### config.mk
export PLATFORM = sky130hd
export DESIGN_NAME = rom_loader
export DESIGN_NICKNAME = d
export VERILOG_FILES = /design/src/rtl/rom_loader_pkg.sv /design/src/rtl/rom_loader_fifo.sv /design/src/rtl/rom_loader.sv
export SDC_FILE = /design/constraint.sdc
export NUM_CORES = 1
export LEC_CHECK = 0
export ABC_CLOCK_PERIOD_IN_PS = 1970
export CAP_MARGIN = 5
export CORE_UTILIZATION = 40
export DETAILED_ROUTE_END_ITERATION = 6
export HOLD_SLACK_MARGIN = 0.03
export PLACE_DENSITY = 0.67
export RECOVER_POWER = 50
export SYNTH_ARGS = -nofsm -noshare
export SYNTH_HDL_FRONTEND = slang
export SYNTH_SLANG_ARGS = --single-unit
### constraint.sdc
create_clock -name clk_sys -period 1.97 [get_ports clk_sys]
set_input_delay 0.2955 -clock clk_sys [delete_from_list [all_inputs] [get_ports clk_sys]]
set_output_delay 0.2955 -clock clk_sys [all_outputs]
set_load 0.01 [all_outputs]
### src/rtl/rom_loader_pkg.sv
// Shared constants and types for the ROM download-to-SDRAM loader.
// Optional checksum logic in the top level is enabled by ROM_LOADER_CHECKSUM_EN.
package rom_loader_pkg;

  localparam int FIFO_DEPTH = 4;
  localparam int TAIL_LEN   = 16;

  localparam logic [8:0] PAGE_BASE_0 = 9'h000;
  localparam logic [8:0] PAGE_BASE_1 = 9'h100;
  localparam logic [8:0] PAGE_BASE_2 = 9'h107;
  localparam logic [8:0] PAGE_BASE_3 = 9'h1FF;

  typedef enum logic [0:0] {
    ST_IDLE = 1'b0,
    ST_REQ  = 1'b1
  } state_e;

  typedef struct packed {
    logic [22:0] addr;
    logic [1:0]  bank;
    logic [7:0]  data;
  } entry_t;

  localparam int ENTRY_W = $bits(entry_t);

  // Pages 0-3 and 4-7 share the same upper-address table; bank selects the half.
  function automatic logic [8:0] page_base(input logic [1:0] sel);
    logic [8:0] base;
    case (sel)
      2'd0:    base = PAGE_BASE_0;
      2'd1:    base = PAGE_BASE_1;
      2'd2:    base = PAGE_BASE_2;
      default: base = PAGE_BASE_3;
    endcase
    return base;
  endfunction

endpackage

### src/rtl/rom_loader_fifo.sv
// Small synchronous FIFO with full/empty flags and same-cycle push/pop when full.
module rom_loader_fifo #(
  parameter int DATA_W = 33,
  parameter int DEPTH  = 4
) (
  input  logic              clk_sys,
  input  logic              reset_n,
  input  logic              push,
  input  logic              pop,
  input  logic [DATA_W-1:0] wdata,
  output logic [DATA_W-1:0] rdata,
  output logic              full,
  output logic              empty
);

  localparam int AW = (DEPTH > 1) ? $clog2(DEPTH) : 1;
  localparam int CW = $clog2(DEPTH + 1);

  logic [DATA_W-1:0] mem_q [DEPTH];
  logic [AW-1:0]     wptr_q, rptr_q;
  logic [CW-1:0]     cnt_q;
  logic              do_push, do_pop;

  assign full    = (cnt_q == CW'(DEPTH));
  assign empty   = (cnt_q == '0);
  assign do_pop  = pop & ~empty;
  assign do_push = push & (~full | do_pop);
  assign rdata   = mem_q[rptr_q];

  always_ff @(posedge clk_sys) begin
    if (do_push) mem_q[wptr_q] <= wdata;
  end

  always_ff @(posedge clk_sys or negedge reset_n) begin
    if (!reset_n) begin
      wptr_q <= '0;
      rptr_q <= '0;
      cnt_q  <= '0;
    end else begin
      if (do_push) wptr_q <= (wptr_q == AW'(DEPTH - 1)) ? '0 : wptr_q + AW'(1);
      if (do_pop)  rptr_q <= (rptr_q == AW'(DEPTH - 1)) ? '0 : rptr_q + AW'(1);
      case ({do_push, do_pop})
        2'b10:   cnt_q <= cnt_q + CW'(1);
        2'b01:   cnt_q <= cnt_q - CW'(1);
        default: cnt_q <= cnt_q;
      endcase
    end
  end

endmodule

### src/rtl/rom_loader.sv
// Maps download bytes onto SDRAM pages, queues them and issues held write requests.
// Defining ROM_LOADER_CHECKSUM_EN adds the csum/csum_valid outputs.
module rom_loader
  import rom_loader_pkg::*;
(
  input  logic        clk_sys,
  input  logic        reset_n,
  input  logic        dl_active,
  input  logic        dl_wr,
  input  logic [24:0] dl_addr,
  input  logic [7:0]  dl_data,
  output logic        mem_we,
  input  logic        mem_ack,
  output logic [22:0] mem_addr,
  output logic [1:0]  mem_bank,
  output logic [7:0]  mem_din,
  output logic        hold_reset,
  output logic        overflow,
  output logic [7:0]  dropped
`ifdef ROM_LOADER_CHECKSUM_EN
  ,
  output logic [15:0] csum,
  output logic        csum_valid
`endif
);

  localparam int TAIL_W = $clog2(TAIL_LEN);

  state_e             state_q;
  logic               mem_we_q;
  logic [22:0]        mem_addr_q;
  logic [1:0]         mem_bank_q;
  logic [7:0]         mem_din_q;
  logic               act_q, hold_q, ovf_q;
  logic [7:0]         drop_q, drop_d;
  logic [TAIL_W-1:0]  tail_q;
  logic               vld_p0_q;
  entry_t             ent_p0_q, ent_map, fifo_head;
  logic [ENTRY_W-1:0] fifo_rdata;
  logic               fifo_full, fifo_empty;
  logic               pop, rise, accept, in_range, idle, tail_done;
  logic [10:0]        page;

  assign page      = dl_addr[24:14];
  assign in_range  = (page[10:3] == 8'd0);
  assign accept    = dl_active & dl_wr;
  assign rise      = dl_active & ~act_q;
  assign pop       = (state_q == ST_REQ) & mem_ack;
  assign idle      = ~dl_active & fifo_empty & ~vld_p0_q & (state_q == ST_IDLE);
  assign tail_done = hold_q & idle & ~rise & (tail_q == TAIL_W'(TAIL_LEN - 1));
  assign fifo_head = entry_t'(fifo_rdata);

  always_comb begin
    ent_map.addr = {page_base(page[1:0]), dl_addr[13:0]};
    ent_map.bank = {1'b0, page[2]};
    ent_map.data = dl_data;
  end

  always_comb begin
    drop_d = rise ? 8'd0 : drop_q;
    if (accept && !in_range && drop_d != 8'hFF) drop_d = drop_d + 8'd1;
  end

  // Stage p0: mapped byte registered, pushed into the FIFO on the following edge
  always_ff @(posedge clk_sys or negedge reset_n) begin
    if (!reset_n) vld_p0_q <= 1'b0;
    else          vld_p0_q <= accept & in_range;
  end

  always_ff @(posedge clk_sys) begin
    if (accept) ent_p0_q <= ent_map;
  end

  rom_loader_fifo #(
    .DATA_W (ENTRY_W),
    .DEPTH  (FIFO_DEPTH)
  ) u_fifo (
    .clk_sys (clk_sys),
    .reset_n (reset_n),
    .push    (vld_p0_q),
    .pop     (pop),
    .wdata   (ent_p0_q),
    .rdata   (fifo_rdata),
    .full    (fifo_full),
    .empty   (fifo_empty)
  );

  // Stage p1: write request; address/data latched once and held until acknowledged
  always_ff @(posedge clk_sys or negedge reset_n) begin
    if (!reset_n) begin
      state_q    <= ST_IDLE;
      mem_we_q   <= 1'b0;
      mem_addr_q <= '0;
      mem_bank_q <= '0;
      mem_din_q  <= '0;
    end else begin
      case (state_q)
        ST_IDLE: begin
          if (!fifo_empty) begin
            state_q    <= ST_REQ;
            mem_we_q   <= 1'b1;
            mem_addr_q <= fifo_head.addr;
            mem_bank_q <= fifo_head.bank;
            mem_din_q  <= fifo_head.data;
          end
        end
        ST_REQ: begin
          if (mem_ack) begin
            state_q  <= ST_IDLE;
            mem_we_q <= 1'b0;
          end
        end
        default: state_q <= ST_IDLE;
      endcase
    end
  end

  always_ff @(posedge clk_sys or negedge reset_n) begin
    if (!reset_n) begin
      act_q  <= 1'b0;
      hold_q <= 1'b0;
      tail_q <= '0;
      ovf_q  <= 1'b0;
      drop_q <= '0;
    end else begin
      act_q  <= dl_active;
      drop_q <= drop_d;
      if (vld_p0_q && fifo_full && !pop) ovf_q <= 1'b1;
      // Tail only advances while fully drained; any activity restarts it
      if (rise) begin
        hold_q <= 1'b1;
        tail_q <= '0;
      end else if (hold_q && idle) begin
        if (tail_done) begin
          hold_q <= 1'b0;
          tail_q <= '0;
        end else begin
          tail_q <= tail_q + TAIL_W'(1);
        end
      end else begin
        tail_q <= '0;
      end
    end
  end

`ifdef ROM_LOADER_CHECKSUM_EN
  logic [15:0] csum_q;
  logic        csum_valid_q;

  always_ff @(posedge clk_sys or negedge reset_n) begin
    if (!reset_n) begin
      csum_q       <= '0;
      csum_valid_q <= 1'b0;
    end else begin
      csum_q <= (rise ? 16'd0 : csum_q) + (pop ? {8'd0, fifo_head.data} : 16'd0);
      if (rise)           csum_valid_q <= 1'b0;
      else if (tail_done) csum_valid_q <= 1'b1;
    end
  end

  assign csum       = csum_q;
  assign csum_valid = csum_valid_q;
`endif

  assign mem_we     = mem_we_q;
  assign mem_addr   = mem_addr_q;
  assign mem_bank   = mem_bank_q;
  assign mem_din    = mem_din_q;
  assign hold_reset = hold_q;
  assign overflow   = ovf_q;
  assign dropped    = drop_q;

endmodule

-- Yosys cells after proc, flatten, opt, wreduce, memory -nomap -nowiden
Memories as Yosys holds them, arrays and structs flattened. A register that Yosys moved wholly into a read port is not among the register bits.
Cells that the tools add are included.
- register bits after elaboration: 59
- bits in latches: 0
- memory bits (writable): 128
- ROM bits: 0
- input bits: 38
- output and inout port bits: 44
- logic and storage cells: 90
- memories kept: 1
- memory list (name ; depth ; bits a word ; rd ports ; clocked after memory_dff ; wr ports ; line ; text):
    u_fifo.mem_q ; 4 ; 32 ; 1 ; 1 ; 1 ; rom_loader_fifo.sv:19 ; logic [DATA_W-1:0] mem_q [DEPTH];
- $add $sub $neg: 6
- $mul: 0
- div/mod/pow operators: 0
- order comparisons: 0
- equality and inequality tests: 11
- shift-type cells: 0
- muxes and demuxes: 20
- bitwise operators: 20
- reductions and logical operators: 17
- operators by type and width (cell ; count):
    $pmux W9 S3 ; 1
    $mux W8 ; 2
    $and A1 B1 Y1 ; 12
    $mux W4 ; 3
    $mux W1 ; 9
    $add A8 B1 Y8 const B ; 1
    $eq A2 B2 Y1 const B ; 4
    $logic_not A8 Y1 ; 1
    $ne A8 B8 Y1 const B ; 1
    $not A1 Y1 ; 7
    $pmux W3 S2 ; 1
    $reduce_and A2 Y1 ; 3
    $reduce_bool A2 Y1 ; 3
    $logic_and A1 B1 Y1 ; 5
    $add A2 B1 Y2 const B ; 2
    $add A4 B1 Y4 const B ; 1
    $eq A2 B1 Y1 const B ; 2
    $eq A4 B4 Y1 const B ; 1
    $mux W2 ; 2
    $ne A2 B2 Y1 const B ; 2
    $pmux W1 S2 ; 2
    $add A3 B1 Y3 const B ; 1
    $eq A3 B3 Y1 const B ; 1
    $logic_not A1 Y1 ; 3
    4 further kinds ; 4

-- Depth between registers and ports, before layout
Gate-level depths: netlist of run 1.
- depth in word-level cells: 10
- mapped depth: 10

-- Hierarchy
Synthesis of run 1 repeated with hierarchy kept, for this count alone.
- cells, all modules: 394
- area total of the unflattened synthesis: 8187.9 um^2
- modules (own cells, without submodules) (module ; instances ; cells an instance ; area each (um^2) ; seq. area each (um^2)):
    rom_loader_fifo ; 1 ; 214 ; 5217.5 ; 4139.0
    rom_loader ; 1 ; 180 ; 2970.3 ; 2057.0

-- Worst setup path after synthesis of run 1
No wires, ideal clock.
- kind: reg-to-reg
- from: register act_q
- to: register drop_q[1], in the netlist dropped[1]
- library setup time: 0.125 ns
- arrival time: 1.905 ns
- path slack: -0.060 ns
- cell stages (with the launch flop): 8
- clock period less this slack: 2.030 ns
- path through: dfrtp_1 > nand2b_1 > clkbuf_1 > and2_1 > ha_1 > nand4_1 > o21ai_0 > mux2_2
- cells in the longest elaborated chain, start to end: 6
- elaborated cells between the ends (all ways): 7
- those cells by class: 1 x add/sub; 1 x eq/ne; 2 x mux; 2 x bitwise; 1 x reduce/logical
- RTL lines (element ; line ; text):
    start: declaration ; rom_loader.sv:34 ; logic act_q, hold_q, ovf_q;
    start signal: assignment ; rom_loader.sv:126 ; act_q <= dl_active;
    $not A1 Y1 (*) ; rom_loader.sv:47 ; assign rise = dl_active & ~act_q;
    $and A1 B1 Y1 (*) ; rom_loader.sv:47 ;
    $mux W8 (*) ; rom_loader.sv:60 ; drop_d = rise ? 8'd0 : drop_q;
    branches (longest 2 deep; another with $add A8 B1 Y8) ; - ;
    $mux W8 (*) ; rom_loader.sv:61 ; if (accept && !in_range && drop_d != 8'hFF) drop_d = drop_d + 8'd1;
    named net drop_d[1] ; rom_loader.sv:35 ; logic [7:0] drop_q, drop_d;
    end signal: assignment ; rom_loader.sv:127 ; drop_q <= drop_d;
    end: declaration ; rom_loader.sv:35 ;
Mark *: on every way through the listed nets, which the timed path passes.
A chain may end at the register's enable or synchronous reset.

-- Worst setup path after layout of run 1
- from: register u_fifo.cnt_q[0]
- to: register u_fifo.cnt_q[2]
- cells in the longest elaborated chain, start to end: 7
- elaborated cells between the ends (all ways): 13
- those cells by class: 2 x add/sub; 3 x eq/ne; 1 x mux; 5 x bitwise; 2 x reduce/logical
- RTL lines (element ; line ; text):
    start: declaration ; rom_loader_fifo.sv:21 ; logic [CW-1:0] cnt_q;
    start signal: assignment ; rom_loader_fifo.sv:43 ; 2'b10: cnt_q <= cnt_q + CW'(1);
    start signal: assignment ; rom_loader_fifo.sv:44 ; 2'b01: cnt_q <= cnt_q - CW'(1);
    start signal: assignment ; rom_loader_fifo.sv:45 ; default: cnt_q <= cnt_q;
    $logic_not A3 Y1 ; rom_loader_fifo.sv:25 ; assign empty = (cnt_q == '0);
    $not A1 Y1 (no source line) ; - ;
    $and A1 B1 Y1 ; rom_loader_fifo.sv:26 ; assign do_pop = pop & ~empty;
    $or A1 B1 Y1 ; rom_loader_fifo.sv:27 ; assign do_push = push & (~full | do_pop);
    $and A1 B1 Y1 ; rom_loader_fifo.sv:27 ;
    $eq A2 B1 Y1 or $eq A2 B2 Y1 (tied branches) ; rom_loader_fifo.sv:42 ; case ({do_push, do_pop})
    $pmux W3 S2 or $reduce_bool A2 Y1 (tied branches) ; - ;
Several ways; a longest one is shown, not always the timed one.

==> impl_metrics.py, run 1 <==
metrics = {
    "logic_synthesis": {
        "syn_area_um2": 6980,
        "ys_seq_area_frac": 0.742,
        "synth_cell_type_count": 42,
        "ys_ff_latch": 181,
        "syn-num-nets": 395,
        "netlist_instances": 348,
        "syn_avg_cell_area_um2": 20.1,
        "yosys_warnings": 0,
    },
    "min_path": {
        "min_from": "overflow",
        "min_path_type": "reg -> reg",
        "holdPathStages": 1,
    },
    "cts": {
        "cts_tree": "done",
        "insertion_delay_ps": 420,
        "htreeDepth": 4,
        "numCtsBuffers": 17,
        "clkSlewWorstSetupHoldPaths_ps": 60,
        "root_buffer": "clkbuf_16",
        "cts_sinks": 181,
        "cts_buffer_depth": 2,
    },
    "sta": {
        "timing.fmax_mhz": 517,
        "timing.final.ws_setup_ps": 35.0,
        "fin_crit_ps": 1940,
        "timing.final.crit_share": 0.982,
        "finalSetupViolations": 0,
        "clock_skew_ps": 10.3,
        "worst_pin_slew_ps": 1260,
        "rsz0062_at_grt": "true",
        "hold_viol_final": 0,
        "tns_ps": 0,
        "drv_slew": 0,
        "slew_headroom": 0.159,
    },
    "final_layout": {
        "design_area_um2": 8860,
        "area_growth_pct": 27.0,
        "utilization": 0.527,
        "nNetsFinal": 513,
        "layout_commonest_cell": "edfxtp_1",
        "layout_common_cells": "edfxtp_1 (130), clkdlybuf4s50_1 (54), dfrtp_1 (49)",
        "drive_above_1_share": 0.286,
        "final_cells": 700,
    },
    "die": {
        "die_area_um2": 18000,
        "die_y_um": 134,
        "io_pins": 82,
        "die_w_um": 134,
        "row_count": 47,
        "core_area_um2": 16800,
        "start_util": 0.415,
    },
    "global_routing": {
        "grt_pass1_wl_um": 20100,
        "antenna_found_initial": 1,
        "grt_max_degree": 52,
        "grt_overflow_total": 0,
        "grt_use_total": 0.154,
        "first_global_vias": 3722,
    },
    "placement": {
        "dp_cells": 664,
        "hpwl_um": 8000,
        "place_area_um2": 8270,
        "gp_congestion": 0.803,
        "post-place-ws_ps": -282,
        "portBuffers": 80,
    },
    "power": {
        "pwr-share-comb": 0.277,
        "powerDensity_nw_per_um2": 1270,
        "ir_worst_vdd_mv": 0.624,
        "internal_power_mw": 8.29,
        "clock_power_share": 0.289,
        "p_leak_nw": 3.30,
        "p_switching_mw": 2.92,
        "sequentialPowerShare": 0.434,
        "p_sw_frac": 0.260,
    },
    "critical_path": {
        "slowest_stage": "dfrtp_1",
        "cp_max_fo": 3,
        "required_ps": 2310,
        "crit_end": "u_fifo.cnt_q[2]",
        "crit_type": "reg -> reg",
        "slowest_delay_ps": 410,
        "reg2reg_to": "u_fifo.cnt_q[2]",
        "cp_cell_sequence": "nor2_2 > nand3_2 > and2_4 > inv_1 > ha_2 > inv_1 > fa_2 > xor2_1 > nor2_1 > xor2_1",
        "r2r_setup_slack_ps": 30,
        "startpoint_type": "flop",
        "r2r_start": "u_fifo.cnt_q[0]",
        "startpoint": "u_fifo.cnt_q[0]",
        "cp.arrival_ps": 2280,
        "cp-end-kind": "flop",
        "r2r_cells": 10,
    },
    "routing": {
        "drt_iter0_drc": 164,
        "wl_per_cell_um": 18.2,
        "drc": 0,
        "num_vias": 3442,
        "avgViaCountPerCell": 4.92,
        "dr.pass1.iters": 4,
        "final_antenna_net_count": 0,
        "wl_um": 12800,
    },
    "status": {
        "outcome": "finished, final reports clean",
    },
    "job": {
        "maxCapViolCount": 0,
    },
}
per-stage QoR:
stage          power, mW  hold WS, ps
3_3_place_gp        7.97          313
5_1_grt             11.7          479
4_1_cts             11.3          392
2_1_floorplan       6.79      -0.0911
3_5_place_dp        8.04          313
6_report            11.2          474
critical path: cells and delay by family, from the launching register on:
family / cells / cell delay, ps
flops: 1 / 410
simple gates: 4 / 540
fa+ha+maj: 2 / 500
buf+inv: 2 / 110
xor+xnor: 2 / 290
cells in the mapped netlist:
| library cell | count | area share |
|---|---|---|
| edfxtp_1 | 130 | 0.56 |
| dfrtp_1 | 51 | 0.18 |
| mux4_2 | 26 | 0.084 |
| mux2_4 | 20 | 0.043 |
| nand2_1 | 11 | 0.0059 |
| mux2_2 | 10 | 0.016 |
| and3_1 | 8 | 0.0072 |
| ha_1 | 8 | 0.014 |
| inv_1 | 8 | 0.0043 |
| buf_4 | 7 | 0.0075 |
| and2_1 | 5 | 0.0045 |
| nor2_1 | 5 | 0.0027 |
| xor2_1 | 5 | 0.0063 |
| clkbuf_1 | 4 | 0.0022 |
| mux2i_1 | 4 | 0.0057 |
| buf_2 | 3 | 0.0022 |
| nand2b_1 | 3 | 0.0027 |
| nand3_1 | 3 | 0.0022 |
| nand4_1 | 3 | 0.0027 |
| nor4_1 | 3 | 0.0027 |
| xnor2_1 | 3 | 0.0038 |
| a21o_1 | 2 | 0.0022 |
| a21oi_1 | 2 | 0.0014 |
| a311oi_1 | 2 | 0.0025 |
| buf_12 | 2 | 0.0057 |
| buf_6 | 2 | 0.0032 |
| o2111ai_1 | 2 | 0.0025 |
| o211ai_1 | 2 | 0.0022 |
| a21bo_2 | 1 | 0.0014 |
| a31oi_1 | 1 | 0.00090 |
| a41o_1 | 1 | 0.0014 |
| and4b_1 | 1 | 0.0014 |
| conb_1 | 1 | 0.00054 |
| fa_1 | 1 | 0.0029 |
| nand4bb_1 | 1 | 0.0016 |
| nor2b_1 | 1 | 0.00090 |
| nor2b_4 | 1 | 0.0020 |
| nor3_1 | 1 | 0.00072 |
| o21a_1 | 1 | 0.0011 |
| o21ai_0 | 1 | 0.00072 |
| or2_2 | 1 | 0.00090 |
| or3_4 | 1 | 0.0016 |
final cells by class:
cell class              count  area, um2
repair buffers            116       1130
clock buffers              20        457
flip-flops and latches    181       5180
multi-input cells         142       1660
well taps                 220        275
inverters                   8       30.0
fillers                  1389       7960
clock inverters            12        119
diodes                      1       2.50
power groups by stage:
stage	Clock, mW	Sequential, mW	Combinational [mW]
after floorplan	0	4.97	1.81
final	3.24	4.86	3.11
after detailed placement	0	4.95	3.10
after global routing	3.47	4.92	3.34
after global placement	0	4.92	3.04
after CTS	3.32	4.88	3.13
worst min-delay path by stage:
stage,endpoint,slack [ps]
after global routing,ent_p0_q[2],480
after global placement,mem_din[6],310
after CTS,mem_addr[13],390
after detailed placement,mem_din[6],310
after floorplan,act_q,-0.09
final,overflow,470
state kept, by name, indices dropped and copies added (netlist names):
signal and count:
mem_we 1, ent_p0_q 26, u_fifo.cnt_q 3, u_fifo.rptr_q 2, overflow 1, u_fifo.mem_q 104
u_fifo.wptr_q 2, mem_addr 17, vld_p0_q 1, mem_din 8, tail_q 4, dropped 8
mem_bank 1, state_q 1, hold_reset 1, act_q 1
what timing repair did:
| item | CTS | global route |
|---|---|---|
| resized for setup | 2 | 7 |
| setup buffers | 0 | 1 |
| endpoints found under the setup margin | 7 | 27 |
| hold buffers | 1 | 0 |
| pin swaps | 0 | 3 |
| cloned | 0 | 1 |
| endpoints found under the hold margin | 51 | 0 |
logic make-up (layout without fill, tap and decap cells):
family                     after synthesis  in the layout  share of synthesized area
and+or+nand+nor                         48             49                     0.0396
xor gates and xnor gates                 8              8                     0.0100
muxes                                   60             60                      0.149
DFF                                    181            181                      0.742
AOI/OAI and AO/OA                       15             15                     0.0163
buffers and inverters                   26            156                     0.0251
other                                    1              2                   0.000537
adders and majority gates                9              9                     0.0172
per-layer routing:
metal	share of wire	track usage	vias up	wire length, um
met5	0	0	-	0
met4	0.023	0.0743	0	295
met3	0.029	0.0302	23	373
met2	0.52	0.263	71	6690
met1	0.42	0.188	1765	5400
li1	-	-	1583	-
No activity file was read; power rests on OpenSTA's default activity.
==> inputs of run 2 (changes only) <==
--- a/config.mk
+++ b/config.mk
@@ -7,10 +7,10 @@
 export LEC_CHECK = 0
 export ABC_CLOCK_PERIOD_IN_PS = 1970
 export CAP_MARGIN = 5
-export CORE_UTILIZATION = 40
+export CORE_UTILIZATION = 49
 export DETAILED_ROUTE_END_ITERATION = 6
 export HOLD_SLACK_MARGIN = 0.03
-export PLACE_DENSITY = 0.67
+export PLACE_DENSITY = 0.78
 export RECOVER_POWER = 50
 export SYNTH_ARGS = -nofsm -noshare
 export SYNTH_HDL_FRONTEND = slang
==> impl_metrics.py, run 2 (synthesis results as in run 1) <==
metrics = {
    "status": {
        "outcome": "finished with violations",
        "violations": "setup timing",
    },
    "final_layout": {
        "multiInputGateArea_um2": 1620,
        "seq_area_um2": 5180,
        "area_growth_pct": 24.7,
        "design_area_um2": 8700,
        "nNetsFinal": 506,
        "layout_commonest_cell": "edfxtp_1",
        "fillers": 994,
        "largest_register_ffs": 104,
        "antennaDiodeCount": 0,
        "utilization": 0.627,
        "layout_common_cells": "edfxtp_1 (130), clkdlybuf4s50_1 (54), dfrtp_1 (50)",
        "top_register": "u_fifo.mem_q",
        "drive_above_1_share": 0.248,
    },
    "die": {
        "die_w_um": 121,
        "core_area_um2": 13900,
        "io_pins": 82,
        "row_count": 43,
        "start_util": 0.503,
        "die_y_um": 121,
        "die_area_um2": 14700,
    },
    "routing": {
        "wl_met2_um": 6420,
        "avgViaCountPerCell": 5.32,
        "wl_um": 12100,
        "drt_iter0_drc": 143,
        "wl_per_cell_um": 18.5,
        "final_antenna_net_count": 0,
        "wl_met3_um": 448,
        "drc": 0,
        "num_vias": 3467,
        "met1_length_um": 5070,
        "dr.max_layer_used": "met4",
        "dr.pass1.iters": 5,
    },
    "global_routing": {
        "grt_max_degree": 28,
        "antenna_found_initial": 0,
        "grt_overflow_total": 0,
        "grt_pass1_wl_um": 19200,
        "first_global_vias": 3700,
        "grt_use_total": 0.181,
    },
    "critical_path": {
        "r2r_cells": 3,
        "startpoint": "u_fifo.cnt_q[0]",
        "cp_max_fo": 26,
        "startpoint_type": "flop",
        "crit_type": "reg -> reg",
        "r2r_setup_slack_ps": -10,
        "reg2reg_to": "mem_addr[10]",
        "required_ps": 2280,
        "r2r_start": "u_fifo.cnt_q[0]",
        "crit_end": "mem_addr[10]",
        "cp-end-kind": "flop",
        "cp.arrival_ps": 2290,
    },
    "cts": {
        "insertion_delay_ps": 420,
        "numCtsBuffers": 17,
        "cts_resized": 0,
        "clkSlewWorstSetupHoldPaths_ps": 70,
        "htreeDepth": 4,
        "cts_tree": "done",
        "cts_sinks": 181,
        "cts_buffer_depth": 2,
        "root_buffer": "clkbuf_16",
    },
    "job": {
        "maxCapViolCount": 0,
    },
    "sta": {
        "finalSetupViolations": 2,
        "hold_viol_final": 0,
        "drv_slew": 0,
        "slew_headroom": 0.235,
        "timing.final.crit_share": 1.00,
        "fin_crit_ps": 1980,
        "rsz0062_at_grt": "true",
        "clock_skew_ps": 10.4,
        "timing.fmax_mhz": 505,
        "timing.final.ws_setup_ps": -9.54,
        "worst_pin_slew_ps": 1150,
    },
    "power": {
        "p_leak_nw": 3.23,
        "power_mw": 11.1,
        "powerDensity_nw_per_um2": 1270,
        "ir_worst_vdd_mv": 0.850,
    },
    "placement": {
        "place_area_um2": 8150,
        "post-place-ws_ps": -284,
        "portBuffers": 80,
        "hpwl_um": 7300,
        "gp_congestion": 0.768,
    },
    "min_path": {
        "min_path_type": "reg -> reg",
    },
}
[run 2: cell count changes in the layout (fill, tap and decap cells not counted), sizes merged]
| cell | delta |
|---|---|
| nor2b | -1 |
| clkinv | -5 |
| buf | -6 |
| clkbuf | +4 |
| clkinvlp | +2 |
| diode | -1 |
| bufinv | -1 |
[run 2: worst min path at each step]
stage,start,endpoint,slack [ps],cells past startpoint
5_1_grt,dl_addr[11],ent_p0_q[21],480,1
2_1_floorplan,reset_n,act_q,-0.09,0
4_1_cts,reset_n,dropped[3],360,2
6_report,overflow,overflow,470,1
3_3_place_gp,reset_n,dropped[3],280,1
3_5_place_dp,reset_n,dropped[3],290,1
[run 2: where the power goes]
group / switching, mW / internal (mW) / total (mW)
Sequential: 0.306 / 4.52 / 4.83
Combinational: 1.13 / 1.88 / 3.01
Clock: 1.40 / 1.82 / 3.22
[run 2: per-layer routing]
metal  up-vias  global-route usage
met4         0              0.0679
met1      1789               0.222
met5         -                   0
met3        15              0.0508
met2        88               0.305
li1       1575                   -
[run 2: repair_timing]
| item | 4_1_cts | 5_1_grt |
|---|---|---|
| endpoints found under the hold margin | 20 | 0 |
| buffers inserted | 0 | 0 |
| pin swaps | 0 | 1 |
| endpoints found under the setup margin | 7 | 28 |
| hold buffers | 1 | 0 |
[run 2: area by class of cell]
class                      instances  share of cell area
clock buffer                      24              0.0580
clock inverter                     8             0.00733
inverter                           8             0.00345
multi-input combinational        141               0.187
sequential                       181               0.595
tap                              180              0.0259
timing repair buffer             110               0.123
[run 2: critical path, stage by stage, from the launching register on]
cell and delay [ps]:
dfrtp_1 370, or3_4 150, nor2b_4 900, mux2_2 420
[run 2: through the flow]
stage / std cells / hold WS, ps / TNS [ps]
2_1_floorplan: 348 / -0.0911 / 0
3_3_place_gp: 619 / 285 / -339
3_5_place_dp: 619 / 287 / -888
4_1_cts: 652 / 365 / -302
5_1_grt: 652 / 476 / -1840
6_report: 652 / 475 / -12.4
==> inputs of run 3 (changes only) <==
--- a/config.mk
+++ b/config.mk
@@ -5,13 +5,14 @@
 export SDC_FILE = /design/constraint.sdc
 export NUM_CORES = 1
 export LEC_CHECK = 0
+export ABC_AREA = 1
 export ABC_CLOCK_PERIOD_IN_PS = 1970
-export CAP_MARGIN = 5
 export CORE_UTILIZATION = 49
 export DETAILED_ROUTE_END_ITERATION = 6
 export HOLD_SLACK_MARGIN = 0.03
 export PLACE_DENSITY = 0.78
 export RECOVER_POWER = 50
+export SLEW_MARGIN = 20
 export SYNTH_ARGS = -nofsm -noshare
 export SYNTH_HDL_FRONTEND = slang
 export SYNTH_SLANG_ARGS = --single-unit
==> impl_metrics.py, run 3 <==
metrics = {
    "sta": {
        "rsz0062_at_grt": "false",
        "timing.fmax_mhz": 553,
        "timing.final.crit_share": 0.918,
        "tns_ps": 0,
        "holdWs_ps": 464,
        "hold_viol_final": 0,
        "slew_headroom": 0.259,
        "clock_skew_ps": 6.96,
        "fin_crit_ps": 1810,
        "drv_slew": 0,
        "finalSetupViolations": 0,
        "worst_pin_slew_ps": 1110,
    },
    "critical_path": {
        "startpoint": "u_fifo.cnt_q[0]",
        "cp-end-kind": "flop",
        "required_ps": 2270,
        "r2r_start": "u_fifo.cnt_q[0]",
        "cp_max_fo": 2,
        "crit_type": "reg -> reg",
        "cp.arrival_ps": 2110,
        "startpoint_type": "flop",
    },
    "routing": {
        "drt_iter0_drc": 209,
        "dr.pass1.iters": 4,
        "wl_um": 14400,
        "wl_per_cell_um": 16.6,
        "drc": 0,
        "avgViaCountPerCell": 5.29,
        "num_vias": 4570,
        "final_antenna_net_count": 0,
    },
    "final_layout": {
        "drive_above_1_share": 0.130,
        "area_growth_pct": 24.9,
        "top_register": "u_fifo.mem_q",
        "layout_common_cells": "nor2_1 (145), edfxtp_1 (130), clkdlybuf4s50_1 (55)",
        "antennaDiodeCount": 0,
        "utilization": 0.634,
        "nNetsFinal": 718,
        "largest_register_ffs": 104,
        "layout_commonest_cell": "nor2_1",
        "fillers": 1025,
        "design_area_um2": 8900,
    },
    "die": {
        "row_count": 43,
        "core_area_um2": 14000,
        "die_area_um2": 15000,
        "die_y_um": 123,
        "die_w_um": 123,
        "start_util": 0.507,
        "io_pins": 82,
    },
    "logic_synthesis": {
        "ys_seq_area_frac": 0.727,
        "syn_avg_cell_area_um2": 12.5,
        "syn_area_um2": 7120,
        "yosys_warnings": 0,
        "synth_flop_cell": "edfxtp_1",
        "yosysMostFrequentCell": "nor2_1",
        "synth_common_cells": "nor2_1 (149), edfxtp_1 (130), o21ai_0 (55)",
        "netlist_instances": 570,
        "ys_ff_latch": 181,
        "postSynth.asyncResetShare": 0.282,
        "yosysTopAreaCell": "edfxtp_1",
        "synth_cell_type_count": 33,
        "syn-num-nets": 617,
        "synth_enable_flop_cells": 130,
        "synthTopCellsByArea": "edfxtp_1 (55%), dfrtp_1 (18%), nor2_1 (7.9%)",
        "synth_top_area_frac": 0.548,
    },
    "cts": {
        "insertion_delay_ps": 420,
        "cts_buffer_depth": 2,
        "cts_tree": "done",
        "clkSlewWorstSetupHoldPaths_ps": 60,
        "root_buffer": "clkbuf_16",
        "cts_sinks": 181,
        "numCtsBuffers": 17,
        "htreeDepth": 4,
    },
    "placement": {
        "hpwl_um": 8730,
        "place_area_um2": 8290,
        "portBuffers": 80,
        "gp_congestion": 0.788,
    },
    "global_routing": {
        "first_global_vias": 4694,
        "antenna_found_initial": 0,
        "grt_use_total": 0.206,
        "grt_overflow_total": 0,
        "grt_max_degree": 42,
        "grt_pass1_wl_um": 22500,
    },
    "power": {
        "pwr-share-comb": 0.283,
        "internal_power_mw": 7.97,
        "p_leak_nw": 3.34,
        "clock_power_share": 0.293,
        "ir_worst_vdd_mv": 0.793,
        "p_sw_frac": 0.304,
        "powerDensity_nw_per_um2": 1290,
        "sequentialPowerShare": 0.425,
        "p_switching_mw": 3.48,
    },
    "min_path": {
        "min_path_type": "reg -> reg",
        "min_from": "tail_q[0]",
    },
    "status": {
        "outcome": "finished, final reports clean",
    },
    "job": {
        "maxCapViolCount": 0,
    },
}
[run 3: changes by cell type in the layout (fill, tap and decap cells not counted), sizes merged, moves of 7 or more]
| cell | delta |
|---|---|
| inv | +18 |
| nand3 | +8 |
| clkbuf | -7 |
| nand2 | +39 |
| and3 | -8 |
| mux2 | -30 |
| nor2 | +151 |
| mux4 | -26 |
| o21ai | +57 |
| a31oi | +25 |
[run 3: cell families (layout without fill, tap and decap cells)]
family / after synthesis / in the layout / share of synthesized area
AO/OA/AOI/OAI: 91 / 91 / 0.0729
XOR/XNOR: 7 / 7 / 0.00861
adder cells (fa/ha/maj): 9 / 9 / 0.0169
buffers and inverters: 57 / 171 / 0.0430
flip-flops: 181 / 181 / 0.727
other: 1 / 1 / 0.000526
AND/OR/NAND/NOR: 224 / 224 / 0.131
[run 3: layout make-up]
class                   count  area (um2)  area share
clock buffers              18         429      0.0482
clock inverters            14         158      0.0177
inverters                  27         101      0.0114
multi-input cells         332        1660       0.186
flip-flops and latches    181        5180       0.582
well taps                 180         225      0.0253
repair buffers            112        1150       0.129
[run 3: power by group through the flow]
| stage | registers, mW | logic (mW) | clock network [mW] |
|---|---|---|---|
| floorplan | 4.95 | 1.83 | 0 |
| global placement | 4.91 | 3.11 | 0 |
| detailed placement | 4.93 | 3.20 | 0 |
| CTS | 4.87 | 3.25 | 3.40 |
| global route | 4.91 | 3.59 | 3.54 |
| finish | 4.86 | 3.24 | 3.35 |
[run 3: timing repair]
item                                    CTS  global route
buffers inserted                          0             1
gates resized for setup                   0             4
endpoints found under the setup margin    0             1
hold buffers                              1             0
endpoints found under the hold margin    17             0
[run 3: final timing paths]
| check | to | slack, ps | cells past startpoint |
|---|---|---|---|
| worst max-delay path | u_fifo.cnt_q[2] | 160 | 9 |
| worst min-delay path | tail_q[0] | 460 | 1 |
| worst max register to register | u_fifo.cnt_q[2] | 160 | 9 |
| worst min register to register | tail_q[0] | 460 | 1 |
| max in group asynchronous | u_fifo.rptr_q[0] | 580 | 3 |
| min in group asynchronous | overflow | 620 | 2 |
[run 3: critical path, cell delays in order, from the launching register on]
cell,delay (ps)
dfrtp_1,400
nor3_2,220
nand2_1,90
nand2_2,70
ha_1,140
inv_1,60
fa_2,350
a21oi_2,130
o21ai_1,80
xor2_1,150
[run 3: through the flow]
step	worst slack (ps)	total power, mW	std cells
2_1_floorplan	-341	6.79	570
3_3_place_gp	-144	8.01	830
3_5_place_dp	-193	8.13	830
4_1_cts	43.3	11.5	863
5_1_grt	2.66	12.0	864
6_report	162	11.5	864
[run 3: metal layers]
metal,GRT usage,vias to the layer above,wire length [um]
li1,-,2152,-
met1,0.244,2243,5830
met2,0.352,158,7520
met3,0.0562,17,789
met4,0.0892,0,211
met5,0,-,0
